### config.mk
export PLATFORM = sky130hd
export DESIGN_NAME = stack_sequencer_flat
export DESIGN_NICKNAME = d
export VERILOG_FILES = /design/src/rtl/stack_pkg.sv /design/src/rtl/stack_sequencer_if.sv /design/src/rtl/stack_sequencer.sv /design/src/flat_wrapper.sv
export SDC_FILE = /design/constraint.sdc
export NUM_CORES = 1
export LEC_CHECK = 0
export ABC_AREA = 1
export BUFFER_PORTS_ARGS = -buffer_cell sky130_fd_sc_hd__buf_4
export CORE_AREA = 2 2 167 169
export CTS_BUF_LIST = sky130_fd_sc_hd__clkbuf_4 sky130_fd_sc_hd__clkbuf_8
export CTS_CLUSTER_SIZE = 25
export DETAILED_ROUTE_END_ITERATION = 8
export DIE_AREA = 0 0 169 171
export PLACE_DENSITY = 0.66
export SLEW_MARGIN = 40
export SYNTH_ARGS = -nofsm -noshare
export SYNTH_HDL_FRONTEND = slang
export SYNTH_SLANG_ARGS = --single-unit
### constraint.sdc
create_clock -name clk -period 1.69 [get_ports clk]
set_input_delay 0.2535 -clock clk [delete_from_list [all_inputs] [get_ports clk]]
set_output_delay 0.2535 -clock clk [all_outputs]
set_load 0.005 [all_outputs]
### src/rtl/stack_pkg.sv
// Shared constants for the operand stack and its command sequencer:
// stack op / status encodings, value type tags, error codes and FSM states.
package stack_pkg;

  localparam logic [1:0] OpNone    = 2'd0;
  localparam logic [1:0] OpPush    = 2'd1;
  localparam logic [1:0] OpPop     = 2'd2;
  localparam logic [1:0] OpReplace = 2'd3;

  localparam logic [1:0] StatOk        = 2'd0;
  localparam logic [1:0] StatEmpty     = 2'd1;
  localparam logic [1:0] StatUnderflow = 2'd2;
  localparam logic [1:0] StatOverflow  = 2'd3;

  localparam logic [1:0] TagI32 = 2'd0;
  localparam logic [1:0] TagI64 = 2'd1;
  localparam logic [1:0] TagF32 = 2'd2;
  localparam logic [1:0] TagF64 = 2'd3;

  localparam logic [1:0] ErrNone      = 2'd0;
  localparam logic [1:0] ErrUnderflow = 2'd1;
  localparam logic [1:0] ErrOverflow  = 2'd2;
  localparam logic [1:0] ErrType      = 2'd3;

  typedef enum logic [2:0] {
    StIdle,
    StPop,
    StPopw,
    StDeliver,
    StPush,
    StPushw,
    StError
  } seq_state_e;

endpackage

### src/rtl/stack_sequencer_if.sv
// Command/operand/result bundle between the execute stage (master) and the
// stack sequencer (slave).
interface stack_sequencer_if #(
  parameter int unsigned WIDTH = 66
);
  logic             req_valid;
  logic             req_ready;
  logic [1:0]       req_pops;
  logic             req_tcheck;
  logic             req_push;
  logic             opnd_valid;
  logic [WIDTH-1:0] opnd0;
  logic [WIDTH-1:0] opnd1;
  logic [WIDTH-1:0] opnd2;
  logic             res_valid;
  logic [WIDTH-1:0] res_data;
  logic             done;
  logic [1:0]       err;

  modport master (
    output req_valid, req_pops, req_tcheck, req_push, res_valid, res_data,
    input  req_ready, opnd_valid, opnd0, opnd1, opnd2, done, err
  );

  modport slave (
    input  req_valid, req_pops, req_tcheck, req_push, res_valid, res_data,
    output req_ready, opnd_valid, opnd0, opnd1, opnd2, done, err
  );
endinterface

### src/rtl/stack_sequencer.sv
// Runs one pop/type-check/deliver/push command against the operand stack,
// issuing at most one registered stack op every other cycle.
module stack_sequencer
  import stack_pkg::*;
#(
  parameter int unsigned WIDTH = 66
) (
  input  logic             clk,
  input  logic             reset,
  stack_sequencer_if.slave cmd,
  output logic [1:0]       stk_op,
  output logic [WIDTH-1:0] stk_data,
  input  logic [WIDTH-1:0] stk_tos,
  input  logic [1:0]       stk_status
);
  seq_state_e       state_q, state_d;
  logic [1:0]       pops_q, pops_d;
  logic [1:0]       k_q, k_d, k_inc;
  logic             tcheck_q, tcheck_d;
  logic             push_q, push_d;
  logic [WIDTH-1:0] opnd_q [3];
  logic [WIDTH-1:0] opnd_d [3];
  logic             opnd_valid_q, opnd_valid_d;
  logic             done_q, done_d;
  logic [1:0]       err_q, err_d;
  logic [1:0]       stk_op_q, stk_op_d;
  logic [WIDTH-1:0] stk_data_q, stk_data_d;
  logic             tag_mismatch;

  assign k_inc        = k_q + 2'd1;
  assign tag_mismatch = (opnd_q[1][WIDTH-1 -: 2] != opnd_q[2][WIDTH-1 -: 2]);

  always_comb begin
    state_d      = state_q;
    pops_d       = pops_q;
    k_d          = k_q;
    tcheck_d     = tcheck_q;
    push_d       = push_q;
    opnd_d       = opnd_q;
    opnd_valid_d = 1'b0;
    done_d       = 1'b0;
    err_d        = err_q;
    stk_op_d     = OpNone;
    stk_data_d   = stk_data_q;

    case (state_q)
      StIdle: begin
        if (cmd.req_valid) begin
          pops_d   = cmd.req_pops;
          tcheck_d = cmd.req_tcheck;
          push_d   = cmd.req_push;
          k_d      = 2'd0;
          if (cmd.req_pops != 2'd0) begin
            state_d = StPop;
          end else if (cmd.req_push) begin
            state_d = StDeliver;
          end else begin
            done_d = 1'b1;
          end
        end
      end
      StPop: begin
        if (stk_status == StatEmpty) begin
          err_d   = ErrUnderflow;
          state_d = StError;
        end else begin
          case (k_q)
            2'd0:    opnd_d[0] = stk_tos;
            2'd1:    opnd_d[1] = stk_tos;
            default: opnd_d[2] = stk_tos;
          endcase
          stk_op_d = OpPop;
          state_d  = StPopw;
        end
      end
      StPopw: begin
        if (stk_status > StatEmpty) begin
          err_d   = ErrUnderflow;
          state_d = StError;
        end else begin
          k_d     = k_inc;
          state_d = (k_inc < pops_q) ? StPop : StDeliver;
        end
      end
      StDeliver: begin
        // opnd_valid_q low marks the first DELIVER cycle, where the tag check runs.
        if (!opnd_valid_q) begin
          if (tcheck_q && tag_mismatch) begin
            err_d   = ErrType;
            state_d = StError;
          end else begin
            opnd_valid_d = 1'b1;
            if (!push_q) begin
              done_d  = 1'b1;
              state_d = StIdle;
            end
          end
        end else if (cmd.res_valid) begin
          stk_op_d   = OpPush;
          stk_data_d = cmd.res_data;
          state_d    = StPush;
        end else begin
          opnd_valid_d = 1'b1;
        end
      end
      StPush: state_d = StPushw;
      StPushw: begin
        if (stk_status == StatOverflow) begin
          err_d   = ErrOverflow;
          state_d = StError;
        end else begin
          done_d  = 1'b1;
          state_d = StIdle;
        end
      end
      StError: ;
      default: state_d = StError;
    endcase
  end

  always_ff @(posedge clk or negedge reset) begin
    if (!reset) begin
      state_q      <= StIdle;
      pops_q       <= 2'd0;
      k_q          <= 2'd0;
      tcheck_q     <= 1'b0;
      push_q       <= 1'b0;
      opnd_q[0]    <= '0;
      opnd_q[1]    <= '0;
      opnd_q[2]    <= '0;
      opnd_valid_q <= 1'b0;
      done_q       <= 1'b0;
      err_q        <= ErrNone;
      stk_op_q     <= OpNone;
      stk_data_q   <= '0;
    end else begin
      state_q      <= state_d;
      pops_q       <= pops_d;
      k_q          <= k_d;
      tcheck_q     <= tcheck_d;
      push_q       <= push_d;
      opnd_q       <= opnd_d;
      opnd_valid_q <= opnd_valid_d;
      done_q       <= done_d;
      err_q        <= err_d;
      stk_op_q     <= stk_op_d;
      stk_data_q   <= stk_data_d;
    end
  end

  assign cmd.req_ready  = (state_q == StIdle);
  assign cmd.opnd_valid = opnd_valid_q;
  assign cmd.opnd0      = opnd_q[0];
  assign cmd.opnd1      = opnd_q[1];
  assign cmd.opnd2      = opnd_q[2];
  assign cmd.done       = done_q;
  assign cmd.err        = err_q;
  assign stk_op         = stk_op_q;
  assign stk_data       = stk_data_q;

endmodule

### src/flat_wrapper.sv
// flat-port wrapper written by rule: the top's interface ports become plain ports
module stack_sequencer_flat import stack_pkg::*;
#(
  parameter int unsigned WIDTH = 66
)
  (clk, reset, stk_op, stk_data, stk_tos, stk_status, cmd_req_valid, cmd_req_pops, cmd_req_tcheck, cmd_req_push, cmd_res_valid, cmd_res_data, cmd_req_ready, cmd_opnd_valid, cmd_opnd0, cmd_opnd1, cmd_opnd2, cmd_done, cmd_err);
  stack_sequencer_if #(.WIDTH(WIDTH)) cmd_i ();
  input  logic clk;
  input  logic reset;
  output logic [1:0] stk_op;
  output logic [WIDTH-1:0] stk_data;
  input  logic [WIDTH-1:0] stk_tos;
  input  logic [1:0] stk_status;
  input wire logic [$bits(cmd_i.req_valid)-1:0] cmd_req_valid;
  input wire logic [$bits(cmd_i.req_pops)-1:0] cmd_req_pops;
  input wire logic [$bits(cmd_i.req_tcheck)-1:0] cmd_req_tcheck;
  input wire logic [$bits(cmd_i.req_push)-1:0] cmd_req_push;
  input wire logic [$bits(cmd_i.res_valid)-1:0] cmd_res_valid;
  input wire logic [$bits(cmd_i.res_data)-1:0] cmd_res_data;
  output wire logic [$bits(cmd_i.req_ready)-1:0] cmd_req_ready;
  output wire logic [$bits(cmd_i.opnd_valid)-1:0] cmd_opnd_valid;
  output wire logic [$bits(cmd_i.opnd0)-1:0] cmd_opnd0;
  output wire logic [$bits(cmd_i.opnd1)-1:0] cmd_opnd1;
  output wire logic [$bits(cmd_i.opnd2)-1:0] cmd_opnd2;
  output wire logic [$bits(cmd_i.done)-1:0] cmd_done;
  output wire logic [$bits(cmd_i.err)-1:0] cmd_err;
  assign cmd_i.req_valid = cmd_req_valid;
  assign cmd_i.req_pops = cmd_req_pops;
  assign cmd_i.req_tcheck = cmd_req_tcheck;
  assign cmd_i.req_push = cmd_req_push;
  assign cmd_i.res_valid = cmd_res_valid;
  assign cmd_i.res_data = cmd_res_data;
  assign cmd_req_ready = cmd_i.req_ready;
  assign cmd_opnd_valid = cmd_i.opnd_valid;
  assign cmd_opnd0 = cmd_i.opnd0;
  assign cmd_opnd1 = cmd_i.opnd1;
  assign cmd_opnd2 = cmd_i.opnd2;
  assign cmd_done = cmd_i.done;
  assign cmd_err = cmd_i.err;
  stack_sequencer #(.WIDTH(WIDTH)) u_core (.clk(clk), .reset(reset), .cmd(cmd_i), .stk_op(stk_op), .stk_data(stk_data), .stk_tos(stk_tos), .stk_status(stk_status));
endmodule
== Word-level counts from Yosys, hierarchy flattened ==
Index checks and enable logic that the tools add are counted.

* Bits in registers: 279
* Output and inout bits: 271
* Logic and storage cells: 91

* $add $sub $neg: 1
* Order comparisons: 2
* Equality and inequality tests: 20
* Mux-type cells: 37
* Bitwise gates (word level): 3
* Reduce and logical (&&, ||, !) cells: 15

{| class="wikitable"
|+ Operators with widths
! operator !! number
|-
| 3-bit 2-to-1 mux || 10
|-
| 3-bit case mux with 7 select lines || 1
|-
| 2-bit 2-to-1 mux || 10
|-
| 3-bit AND reduction || 5
|-
| 1-bit 2-to-1 mux || 12
|-
| 3-bit equality test, second input constant || 3
|-
| 2-bit by 1-bit != test with 1-bit output, second input constant || 4
|-
| 2-bit case mux with 2 select lines || 2
|-
| 2-bit case mux with 4 select lines || 1
|-
| 3-bit by 2-bit equality test with 1-bit output, second input constant || 2
|-
| 2-bit != test, second input constant || 3
|-
| 6-bit AND reduction || 1
|-
| 5-bit AND reduction || 1
|-
| 2-bit by 1-bit equality test with 1-bit output, second input constant || 2
|-
| 4-bit != test, second input constant || 1
|-
| 2-bit nonzero test || 2
|-
| 4-bit nonzero test || 1
|-
| 3-bit by 1-bit equality test with 1-bit output, second input constant || 1
|-
| 3-bit logical NOT || 1
|-
| 3-bit by 2-bit != test with 1-bit output, second input constant || 1
|-
| 3-bit != test, second input constant || 1
|-
| 1-bit inverter || 3
|-
| 1-bit case mux with 3 select lines || 1
|-
| 2-bit by 1-bit adder with 2-bit output, second input constant || 1
|-
| other kinds (8) || 8
|}

== Depth between registers and ports, before layout ==
* Depth in word-level cells: 5
* Gate-level depth with buffers: 10
* Mapped depth without buffers: 10

== Worst setup path before layout ==
No wires, ideal clock.

* Kind: flip-flop to flip-flop
* Start point: register u_core.k_q[0]
* End point: register u_core.state_q[1]
* Library setup time: 0.118 ns
* Arrival time: 1.309 ns
* Required time: 1.572 ns
* Slack: 0.263 ns
* Stages on the path, launching flop included: 10
* Clock period less this slack: 1.427 ns
* Cell sequence: dfrtp_1 inv_1 ha_1 ha_1 nand2_1 a21oi_1 nor2_1 nand2_1 nand3_1 nand2_1

* Word-level cells in the longest chain between the ends: 5

{| class="wikitable"
|+ RTL lines
! element !! RTL line !! text
|-
| start: declaration || stack_sequencer.sv:18 || <nowiki>logic [1:0] k_q, k_d, k_inc;</nowiki>
|-
| start signal: assignment || stack_sequencer.sv:139 || <nowiki>k_q <= k_d;</nowiki>
|-
| 2-bit by 1-bit adder with 2-bit output || stack_sequencer.sv:30 || <nowiki>assign k_inc = k_q + 2'd1;</nowiki>
|-
| 2-bit < comparator || stack_sequencer.sv:82 || <nowiki>state_d = (k_inc < pops_q) ? StPop : StDeliver;</nowiki>
|-
| 2-bit 2-to-1 mux || stack_sequencer.sv:82 ||
|-
| 3-bit 2-to-1 mux || stack_sequencer.sv:77 || <nowiki>if (stk_status > StatEmpty) begin</nowiki>
|-
| 3-bit case mux with 7 select lines || stack_sequencer.sv:46 || <nowiki>case (state_q)</nowiki>
|-
| end signal: assignment || stack_sequencer.sv:123 || <nowiki>state_q <= StIdle;</nowiki>
|-
| end signal: assignment || stack_sequencer.sv:137 || <nowiki>state_q <= state_d;</nowiki>
|-
| end: declaration || stack_sequencer.sv:16 || <nowiki>seq_state_e state_q, state_d;</nowiki>
|}

No other way between the ends.
A chain may end at the register's enable or synchronous reset.

== Final worst setup path ==
* Start point: register u_core.state_q[1]
* End point: output port cmd_req_ready

* Word-level cells in the longest chain between the ends: 1

{| class="wikitable"
|+ RTL lines
! element !! RTL line !! text
|-
| 3-bit logical NOT || stack_sequencer.sv:151 || <nowiki>assign cmd.req_ready = (state_q == StIdle);</nowiki>
|-
| end: declaration || flat_wrapper.sv:20 || <nowiki>output wire logic [$bits(cmd_i.req_ready)-1:0] cmd_req_ready;</nowiki>
|}

No other way between the ends.

==> results.tsv <==
stage	metric	value	unit
status	outcome	finished, final reports clean	
setup_path	CP max-delay cell	dfrtp_2	
synth	synthesized instance count	1107	
setup_path	slowest stage delay, CP	0.47	ns
placed_design	GP Congestion	0.874	
die	Die ar.	0.0289	mm^2
global_routing	largest net degree at the start of global routing	67	
placed_design	post-DP HPWL	22.0	mm
finish	Filler Cell Count	2290	
clock_tree	CTS clock-pin slew for the worst setup and hold paths	0.06	ns
pwr	Pleak	8.93	nW
global_routing	initial antenna violation count	0	
setup_path	Crit Reg-Reg Startpoint	u_core.state_q[0]$_DFFE_PN0P_	
synth	commonest cells in the netlist	431 x nand2_1, 279 x dfrtp_1, 187 x o21ai_0, 82 x inv_1	
route	Vias	9600	
pwr	Design Power	0.0287	W
synth	post-synthesis async set-or-reset flop share	100	%
sta	final cycle utilization of the critical path	96.2	%
clock_tree	clock sinks	279	
min_path	hold-critical path depth	3	
synth	largest cells by area after synthesis	dfrtp_1 66%, nand2_1 15%, o21ai_0 8.8%	
synth	yosys warns	0	
finish	nets@finish	1803	
min_path	worst hold start	stk_tos[11]	
setup_path	critical path, cell by cell	nor2_4, nand2_2, inv_2, buf_4	
route	via count normalized by instance count	4.71	
sta	slack of the critical path	0.0640	ns
setup_path	critical path class	register to primary output	
placed_design	Post-Place Cells	1828	
clock_tree	CTS tree	built	
die	IO Count	413	
synth	leading cell type by number of instances after synthesis	nand2_1	
finish	Layout Cells excl Fill	2040	
pwr	power per cell area	1740	mW/mm^2
min_path	worst hold path type	input pin to register	
setup_path	reg2reg path depth	8	
route	Total Wirelength	32.7	mm
sta	Setup TNS	0	ns
die	Starting Density	39.0	%
synth	Mapped Area	0.0107	mm^2
sta	maximum clock rate	0.615	GHz
synth	Top FF cell, synth	dfrtp_1	
route	WL per Instance	16.0	um
placed_design	pre-CTS setup slack	0.123	ns
global_routing	Total GRT Usage	21.8	%
die	core box area	0.0273	mm^2
placed_design	IO buf count	412	
route	DRT iter0 DRCs	644	
finish	synth-to-layout area growth	54.4	%
sta	slew margin rel.	76.7	%
sta	Slew @ Worst Pin	0.350	ns
min_path	worst hold endpoint	u_core.cmd.opnd0[11]$_DFFE_PN0P_	
setup_path	flop-to-flop setup slack	0.14	ns
pwr	Max IR drop VDD	0.934	mV
global_routing	global-route wire length before repair	50.2	mm
run	max cap viols	0	
route	Routed Antenna Nets	0	
setup_path	worst r2r dst	u_core.cmd.opnd2[11]$_DFFE_PN0P_	
sta	Final Hold Vio Count	0	
finish	layout cells sized above 1	32.1	%
synth	Post-synth EDFFs	0	
synth	Net Count, Synth	1252	
setup_path	type of element launching the critical path	register	
die	row cnt	61	
finish	number of diodes	0	
sta	endpoints failing setup	0	
sta	max-slew violation count	0	
global_routing	remaining global-route overflow	0	
synth	top cell type's share of synthesized area	65.5	%
clock_tree	cts bufs inserted	47	
clock_tree	clk buf depth	3	
route	Post-route DRC	0	
die	die width	169	um
synth	cell taking the most area after synthesis	dfrtp_1	
sta	Tmin final	1.63	ns
setup_path	CP max FO	7	
global_routing	vias in the first global route	9627	
setup_path	worst path required time	1.44	ns
setup_path	CP Data Arrival Time	1.37	ns
setup_path	Worst setup EP type	primary output	
clock_tree	Root Buffer	clkbuf_8	
sta	skew final	0.0209	ns
clock_tree	H-tree levels	2	
synth	Syn Area/Cell	9.63	um^2
route	detailed-router iteration count before antenna repair	5	
synth	synth unique cells	25	
sta	final hold slack	0.0272	ns
synth	post-synthesis sequential area ratio	65.5	%
clock_tree	clk_lat worst skew	0.55	ns
die	Die Y	171	um
synth	Yosys reg bits	279	
==> stage by stage <==
step                      util [%]  area, um^2
after global routing          60.2       16500
final                         60.2       16500
after CTS                     60.2       16400
after floorplan                  -       10700
after detailed placement      51.6       14100
after global placement        51.6       14100
==> metal layers <==
metal	GRT usage (%)	part of all wire (%)	vias to the layer above
li1	-	-	4581
met1	26.7	40	4541
met2	36.6	50	369
met3	4.44	5.8	109
met4	11.3	4.8	0
met5	0	0	-
==> report_power, final <==
part           switching (W)  internal (W)
Combinational        0.00492       0.00559
Sequential           0.00179       0.00976
Clock                0.00266       0.00398
==> flip-flops by register name, summed over array words and instances, names as in the netlist <==
signal,flops
u_core.stk_op,2
u_core.k_q,2
u_core.cmd.opnd0,66
u_core.state_q,3
u_core.pops_q,2
u_core.push_q,1
u_core.cmd.opnd2,66
u_core.cmd.opnd_valid,1
u_core.tcheck_q,1
u_core.cmd.opnd1,66
u_core.stk_data,66
u_core.cmd.err,2
u_core.cmd.done,1
==> cell families (layout without fill, tap and decap cells) <==
| logic type | Yosys count | count (layout) | share of synthesized area [%] |
|---|---|---|---|
| adders and majority gates | 3 | 3 | 0.352 |
| and+or+nand+nor | 466 | 466 | 16.9 |
| DFF | 279 | 279 | 65.5 |
| buffers and inverters | 145 | 732 | 6.92 |
| muxes | 3 | 3 | 0.317 |
| AOI/OAI and AO/OA | 211 | 211 | 9.97 |
==> cell usage in the layout (no fill, tap or decap), types with 2 or more instances in the layout <==
cell,n
a21oi_1,4
buf_12,12
buf_4,420
bufinv_16,2
clkbuf_4,18
clkbuf_8,62
dfrtp_1,277
dfrtp_2,2
dlygate4sd3_1,125
ha_1,3
inv_1,81
inv_2,6
mux2_2,3
nand2_1,430
nand2_2,3
nand2_4,3
nand3_1,10
nor2_1,12
nor2_4,3
o21ai_0,187
o21ai_1,17
==> critical path: cells and delay by family, from the launching register on <==
kind	cells	cell delay, ns
AND/OR/NAND/NOR	2	0.19
buffers and inverters	2	0.16
flip-flops	1	0.47
==> worst max-delay path by stage <==
stage / endpoint / slack (ns) / start / cells past startpoint
floorplan: u_core.state_q[1]$_DFFE_PN0P_ / 0.26 / u_core.k_q[0]$_DFFE_PN0P_ / 9
CTS: cmd_req_ready / 0.02 / u_core.state_q[1]$_DFFE_PN0P_ / 4
global placement: u_core.cmd.opnd0[20]$_DFFE_PN0P_ / 0.16 / u_core.state_q[1]$_DFFE_PN0P_ / 8
global route: cmd_req_ready / -0.02 / u_core.state_q[1]$_DFFE_PN0P_ / 4
finish: cmd_req_ready / 0.06 / u_core.state_q[1]$_DFFE_PN0P_ / 4
detailed placement: u_core.cmd.opnd0[31]$_DFFE_PN0P_ / 0.12 / u_core.state_q[1]$_DFFE_PN0P_ / 8
==> what timing repair did <==
| item | 4_1_cts | 5_1_grt |
|---|---|---|
| hold endpoints to repair | 479 | 0 |
| setup endpoints to repair | 1 | 19 |
| setup buffers | 2 | 0 |
| resized for setup | 3 | 5 |
| hold buffers | 125 | 0 |
| pin swaps | 0 | 0 |
==> final cells by class <==
cell class	count	area, um^2	area share (%)
Clock buffer	80	988	6.01
Clock inverter	5	81.3	0.494
Inverter	88	333	2.02
Multi-Input combinational cell	683	2970	18.0
Sequential cell	279	6980	42.4
Tap cell	346	433	2.63
Timing Repair Buffer	559	4670	28.4
Power figures use the tool's default switching activity.
